<file path="config.mk">
export PLATFORM = sky130hd
export DESIGN_NAME = nco_clock_div_multi
export DESIGN_NICKNAME = d
export VERILOG_FILES = /design/src/rtl/nco_clock_div_multi.sv
export SDC_FILE = /design/constraint.sdc
export NUM_CORES = 2
export LEC_CHECK = 0
export ABC_AREA = 1
export ABC_CLOCK_PERIOD_IN_PS = 6500
export CELL_PAD_IN_SITES_DETAIL_PLACEMENT = 1
export CELL_PAD_IN_SITES_GLOBAL_PLACEMENT = 2
export CORE_MARGIN = 5
export CORE_UTILIZATION = 41
export CTS_CLUSTER_SIZE = 24
export DETAILED_ROUTE_END_ITERATION = 10
export GPL_TIMING_DRIVEN = 0
export PLACE_DENSITY = 0.94
export SLEW_MARGIN = 30
export SYNTH_ARGS = -nofsm -noshare
export SYNTH_HDL_FRONTEND = slang
export SYNTH_SLANG_ARGS = --single-unit
</file>
<file path="constraint.sdc">
create_clock -name CLOCK -period 6.5 [get_ports CLOCK]
set_input_delay 0.65 -clock CLOCK [delete_from_list [all_inputs] [get_ports CLOCK]]
set_output_delay 0.65 -clock CLOCK [all_outputs]
set_load 0.05 [all_outputs]
</file>
<file path="src/rtl/nco_clock_div_multi.sv">
// Multi-channel phase-accumulator clock divider. Step and duty changes are
// staged in shadow registers and only take effect at the channel's wrap or on sync_clr.
module nco_clock_div_multi #(
  parameter int ACC_W     = 32,
  parameter int NUM_CH    = 4,
  parameter int DEFAULT_K = 86,
  localparam int CH_W     = (NUM_CH > 1) ? $clog2(NUM_CH) : 1
) (
  input  logic              CLOCK,
  input  logic              RST_n,
  input  logic [NUM_CH-1:0] ch_en,
  input  logic              sync_clr,
  input  logic              cfg_wr,
  input  logic [CH_W-1:0]   cfg_ch,
  input  logic [1:0]        cfg_sel,
  input  logic [ACC_W-1:0]  cfg_data,
  output logic [NUM_CH-1:0] clk_out,
  output logic [NUM_CH-1:0] tick,
  output logic [NUM_CH-1:0] cfg_pending
);

  localparam logic [ACC_W-1:0] K_RST    = ACC_W'(DEFAULT_K);
  localparam logic [ACC_W-1:0] DUTY_RST = {1'b1, {(ACC_W-1){1'b0}}};
  localparam logic [1:0]       SEL_STEP  = 2'd0;
  localparam logic [1:0]       SEL_DUTY  = 2'd1;
  localparam logic [1:0]       SEL_PHASE = 2'd2;

  logic [ACC_W-1:0] acc_q      [NUM_CH];
  logic [ACC_W-1:0] step_act_q [NUM_CH];
  logic [ACC_W-1:0] step_sh_q  [NUM_CH];
  logic [ACC_W-1:0] duty_act_q [NUM_CH];
  logic [ACC_W-1:0] duty_sh_q  [NUM_CH];
  logic [ACC_W-1:0] phase_q    [NUM_CH];
  logic [NUM_CH-1:0] clk_q, tick_q, pend_q;

  logic [ACC_W-1:0] acc_d      [NUM_CH];
  logic [ACC_W-1:0] step_act_d [NUM_CH];
  logic [ACC_W-1:0] step_sh_d  [NUM_CH];
  logic [ACC_W-1:0] duty_act_d [NUM_CH];
  logic [ACC_W-1:0] duty_sh_d  [NUM_CH];
  logic [ACC_W-1:0] phase_d    [NUM_CH];
  logic [NUM_CH-1:0] clk_d, tick_d, pend_d;

  logic [ACC_W:0]    sum_s       [NUM_CH];
  logic [ACC_W-1:0]  step_eff_s  [NUM_CH];
  logic [ACC_W-1:0]  duty_eff_s  [NUM_CH];
  logic [ACC_W-1:0]  phase_eff_s [NUM_CH];
  logic [NUM_CH-1:0] wrap_s, wr_step_s, wr_duty_s, wr_phase_s;

  // Write decode; channel numbers at or above NUM_CH match no channel and are dropped.
  always_comb begin
    wr_step_s  = {NUM_CH{1'b0}};
    wr_duty_s  = {NUM_CH{1'b0}};
    wr_phase_s = {NUM_CH{1'b0}};
    for (int ch = 0; ch < NUM_CH; ch++) begin
      if (cfg_wr && (int'(cfg_ch) == ch)) begin
        case (cfg_sel)
          SEL_STEP:  wr_step_s[ch]  = 1'b1;
          SEL_DUTY:  wr_duty_s[ch]  = 1'b1;
          SEL_PHASE: wr_phase_s[ch] = 1'b1;
          default:   wr_step_s[ch]  = 1'b0;
        endcase
      end else begin
        wr_step_s[ch] = 1'b0;
      end
    end
  end

  // Per-channel next state; same-cycle writes are bypassed into any load/transfer.
  always_comb begin
    for (int ch = 0; ch < NUM_CH; ch++) begin
      step_eff_s[ch]  = wr_step_s[ch]  ? cfg_data : step_sh_q[ch];
      duty_eff_s[ch]  = wr_duty_s[ch]  ? cfg_data : duty_sh_q[ch];
      phase_eff_s[ch] = wr_phase_s[ch] ? cfg_data : phase_q[ch];
      sum_s[ch]       = {1'b0, acc_q[ch]} + {1'b0, step_act_q[ch]};
      wrap_s[ch]      = ch_en[ch] & sum_s[ch][ACC_W];

      step_sh_d[ch]  = step_eff_s[ch];
      duty_sh_d[ch]  = duty_eff_s[ch];
      phase_d[ch]    = phase_eff_s[ch];
      acc_d[ch]      = acc_q[ch];
      step_act_d[ch] = step_act_q[ch];
      duty_act_d[ch] = duty_act_q[ch];
      pend_d[ch]     = pend_q[ch] | wr_step_s[ch] | wr_duty_s[ch];
      tick_d[ch]     = 1'b0;
      clk_d[ch]      = clk_q[ch];

      if (sync_clr) begin
        acc_d[ch]      = phase_eff_s[ch];
        step_act_d[ch] = step_eff_s[ch];
        duty_act_d[ch] = duty_eff_s[ch];
        pend_d[ch]     = 1'b0;
        clk_d[ch]      = (phase_eff_s[ch] >= duty_eff_s[ch]);
      end else if (ch_en[ch]) begin
        acc_d[ch]  = sum_s[ch][ACC_W-1:0];
        tick_d[ch] = wrap_s[ch];
        if (wrap_s[ch] && pend_d[ch]) begin
          step_act_d[ch] = step_eff_s[ch];
          duty_act_d[ch] = duty_eff_s[ch];
          pend_d[ch]     = 1'b0;
        end else begin
          step_act_d[ch] = step_act_q[ch];
          duty_act_d[ch] = duty_act_q[ch];
        end
        clk_d[ch] = (acc_d[ch] >= duty_act_d[ch]);
      end else begin
        tick_d[ch] = 1'b0;
      end
    end
  end

  // State registers with asynchronous clear.
  always_ff @(posedge CLOCK or negedge RST_n) begin
    if (!RST_n) begin
      for (int ch = 0; ch < NUM_CH; ch++) begin
        acc_q[ch]      <= {ACC_W{1'b0}};
        step_act_q[ch] <= K_RST;
        step_sh_q[ch]  <= K_RST;
        duty_act_q[ch] <= DUTY_RST;
        duty_sh_q[ch]  <= DUTY_RST;
        phase_q[ch]    <= {ACC_W{1'b0}};
      end
      clk_q  <= {NUM_CH{1'b0}};
      tick_q <= {NUM_CH{1'b0}};
      pend_q <= {NUM_CH{1'b0}};
    end else begin
      for (int ch = 0; ch < NUM_CH; ch++) begin
        acc_q[ch]      <= acc_d[ch];
        step_act_q[ch] <= step_act_d[ch];
        step_sh_q[ch]  <= step_sh_d[ch];
        duty_act_q[ch] <= duty_act_d[ch];
        duty_sh_q[ch]  <= duty_sh_d[ch];
        phase_q[ch]    <= phase_d[ch];
      end
      clk_q  <= clk_d;
      tick_q <= tick_d;
      pend_q <= pend_d;
    end
  end

  assign clk_out     = clk_q;
  assign tick        = tick_q;
  assign cfg_pending = pend_q;

endmodule
</file>
==> flow_metrics.tcl <==
set metrics [dict create \
    path_delay_family "simple AND/OR/NAND/NOR gates" \
    crit_path_end_kind "register" \
    holdWs_ns 0.483 \
    worstRegToRegCells 26 \
    power.internal_mw 11.9 \
    maxSlewViolCount 0 \
    crit_arrival_ns 5.44 \
    worst_path_most_repeated_cell "nand2_1" \
    synth_area_leader_cell "dfrtp_1" \
    syn_nets 6756 \
    p_leak_nw 28.4 \
    reg2reg_from "step_act_q[0]$_DFFE_PN0P_" \
    rsz0062_at_grt "no" \
    hpwl_um 147000 \
    core_um2 115000 \
    seq_area_um2 19600 \
    synth_cells 6324 \
    post_cts_buffers 0 \
    yosysTopAreaCellShare 0.392 \
    finalClockSkew_ns 0.0272 \
    critPathRequiredTime_ns 7.05 \
    cp-start-kind "register" \
    slowest_stage "o21ai_0" \
    grt_pass1_wl_um 287000 \
    multi_input_area_um2 23800 \
    fillCellCount 14300 \
    worst_pin_slew_ns 1.02 \
    grt_overflow 0 \
    viasPerCell 5.57 \
    cts_hold_buffers 1 \
    r2r-end "clk_out[3]$_DFFE_PN0P_" \
    grt_max_degree 118 \
    chipWidth_um 350 \
    clk_latency_ns 0.69 \
    crit_fanout 10 \
    fmax_ghz 0.205 \
    antenna_found_initial 29 \
    routed_wl_um 194000 \
    hp-class "in -> async" \
    pwr-share-clk 0.272 \
    gp_congestion 0.922 \
    wl_met1_um 80800 \
    crit_buf_inv 3 \
    relSlewSlack 0.315 \
    drive_above_1_share 0.0540 \
    syn_area_um2 47300 \
    synth_area_leaders "dfrtp_1 39%, nand2_1 17%, ha_1 10%, inv_1 6.0%, nand3_1 4.8%" \
    ctsResizeCount 0 \
    p_switching_mw 8.31 \
    drc_errors 0 \
    fp.dieH_um 350 \
    peakVddDrop_mv 0.257 \
    root_buffer "clkbuf_16" \
    grt_usage 0.311 \
    port_buffers 51 \
    cts_sinks 780 \
    wl_met2_um 89800 \
    finalSetupViolCount 0 \
    status "finished, final reports clean" \
    vias 44900 \
    nets 6909 \
    combPwrFrac 0.406 \
    ant_nets 0 \
    grt_pass1_vias 46600 \
    start_util 0.413 \
    area_delta_synth_final_pct 12.4 \
    post-route-period-util 0.752 \
    switching_share 0.410 \
    wl_met3_um 13100 \
    drt_iter0_drc 3650 \
    drv_cap 0 \
    rows 124 \
    clockBufferDepth 3 \
    powerDensity_nw_per_um2 381 \
    clk_pin_slew_ns 0.06 \
    die-area_um2 122000 \
    ios 56 \
    hold_viol 0 \
    synth.avg_cell_area_um2 7.48 \
    yosys_warnings 0 \
    ys_types 39 \
    crit_type "reg -> reg" \
    layout_commonest_cell "nand2_1" \
    r2r_slack_ns 1.61 \
    final_cell_mix "2121 x nand2_1, 751 x inv_1, 740 x dfrtp_1" \
    firstDrtPassIters 6 \
    seqPwrFrac 0.322 \
    seq_area_frac_synth 0.414 \
    fin_crit_ns 4.89 \
    ys_ff_latch 780 \
    htreeDepth 3 \
    cts_buffers 90 \
    cpPeakStageDelay_ns 0.87 \
    routedWlPerCell_um 24.0 \
    final.setup.tns_ns 0 \
    tritoncts "done" \
    dr.max_layer_used "met5" \
]
power by group through the flow:
stage                     registers, mW  clock network, mW  logic (mW)
after floorplan                    6.39                  0        5.50
after global placement             6.61                  0        7.65
after detailed placement           6.59                  0        8.04
after CTS                          6.51               5.53        8.18
after global routing               6.59               5.74        9.21
final                              6.52               5.51        8.22
how the worst max path moves through the flow:
stage	start	end	cells past startpoint
finish	step_act_q[0]$_DFFE_PN0P_	clk_out[3]$_DFFE_PN0P_	26
global route	step_act_q[64]$_DFFE_PN0P_	clk_out[1]$_DFFE_PN0P_	25
CTS	acc_q[64]$_DFFE_PN0P_	clk_out[1]$_DFFE_PN0P_	25
detailed placement	cfg_ch[1]	clk_out[3]$_DFFE_PN0P_	19
global placement	RST_n	step_act_q[39]$_DFFE_PN0P_	1
floorplan	step_act_q[97]$_DFFE_PN1P_	clk_out[0]$_DFFE_PN0P_	25
metrics by stage:
step / utilization / worst slack, ns / total power [mW] / std cells / cell area [µm²]
floorplan: - / 3.25 / 11.9 / 6324 / 47300
global placement: 0.434 / -31.93 / 14.3 / 7887 / 49700
detailed placement: 0.436 / 1.54 / 14.6 / 7896 / 50000
CTS: 0.464 / 1.77 / 20.2 / 8065 / 53100
global route: 0.464 / 1.35 / 21.5 / 8065 / 53100
finish: 0.464 / 1.61 / 20.3 / 8071 / 53100
routing by layer:
layer	up-vias	track usage
li1	20700	-
met2	1332	0.515
met3	468	0.0676
met5	-	0
met1	22400	0.393
met4	2	0.138
synthesized netlist by cell type (all sizes together):
master / n
dfrtp: 740
nand3b: 36
xnor2: 18
o221ai: 4
o21a: 16
a21o: 18
a21oi: 245
xor2: 48
buf: 91
clkinv: 3
o21bai: 26
and2: 50
o21ai: 520
nand2: 2132
inv: 769
fa: 4
nand3: 456
dfstp: 40
nand4: 108
nor3: 35
ha: 384
nor2: 314
clkbuf: 133
nor4: 10
a22o: 42
o211ai: 39
or2: 43
layout make-up:
type / instances / area share
Multi-Input combinational cell: 4548 / 0.448
Sequential cell: 780 / 0.368
Inverter: 772 / 0.0545
Clock buffer: 143 / 0.0532
Tap cell: 1512 / 0.0356
Buffer: 224 / 0.0192
Timing Repair Buffer: 61 / 0.0148
Clock inverter: 25 / 0.00596
Antenna cell: 6 / 0.000283
sequential cells by signal, indices dropped and copies added (netlist names):
register,flops
acc_q,128
cfg_pending,4
clk_out,4
duty_act_q,128
duty_sh_q,128
phase_q,128
step_act_q,128
step_sh_q,128
tick,4
cell families after synthesis:
kind of cell / share of synthesized area
AOI/OAI and AO/OA: 0.105
xor gates and xnor gates: 0.0122
adders and majority gates: 0.103
buffers and inverters: 0.0826
DFF: 0.414
and+or+nand+nor: 0.283
(Power assumes the default switching activity.)
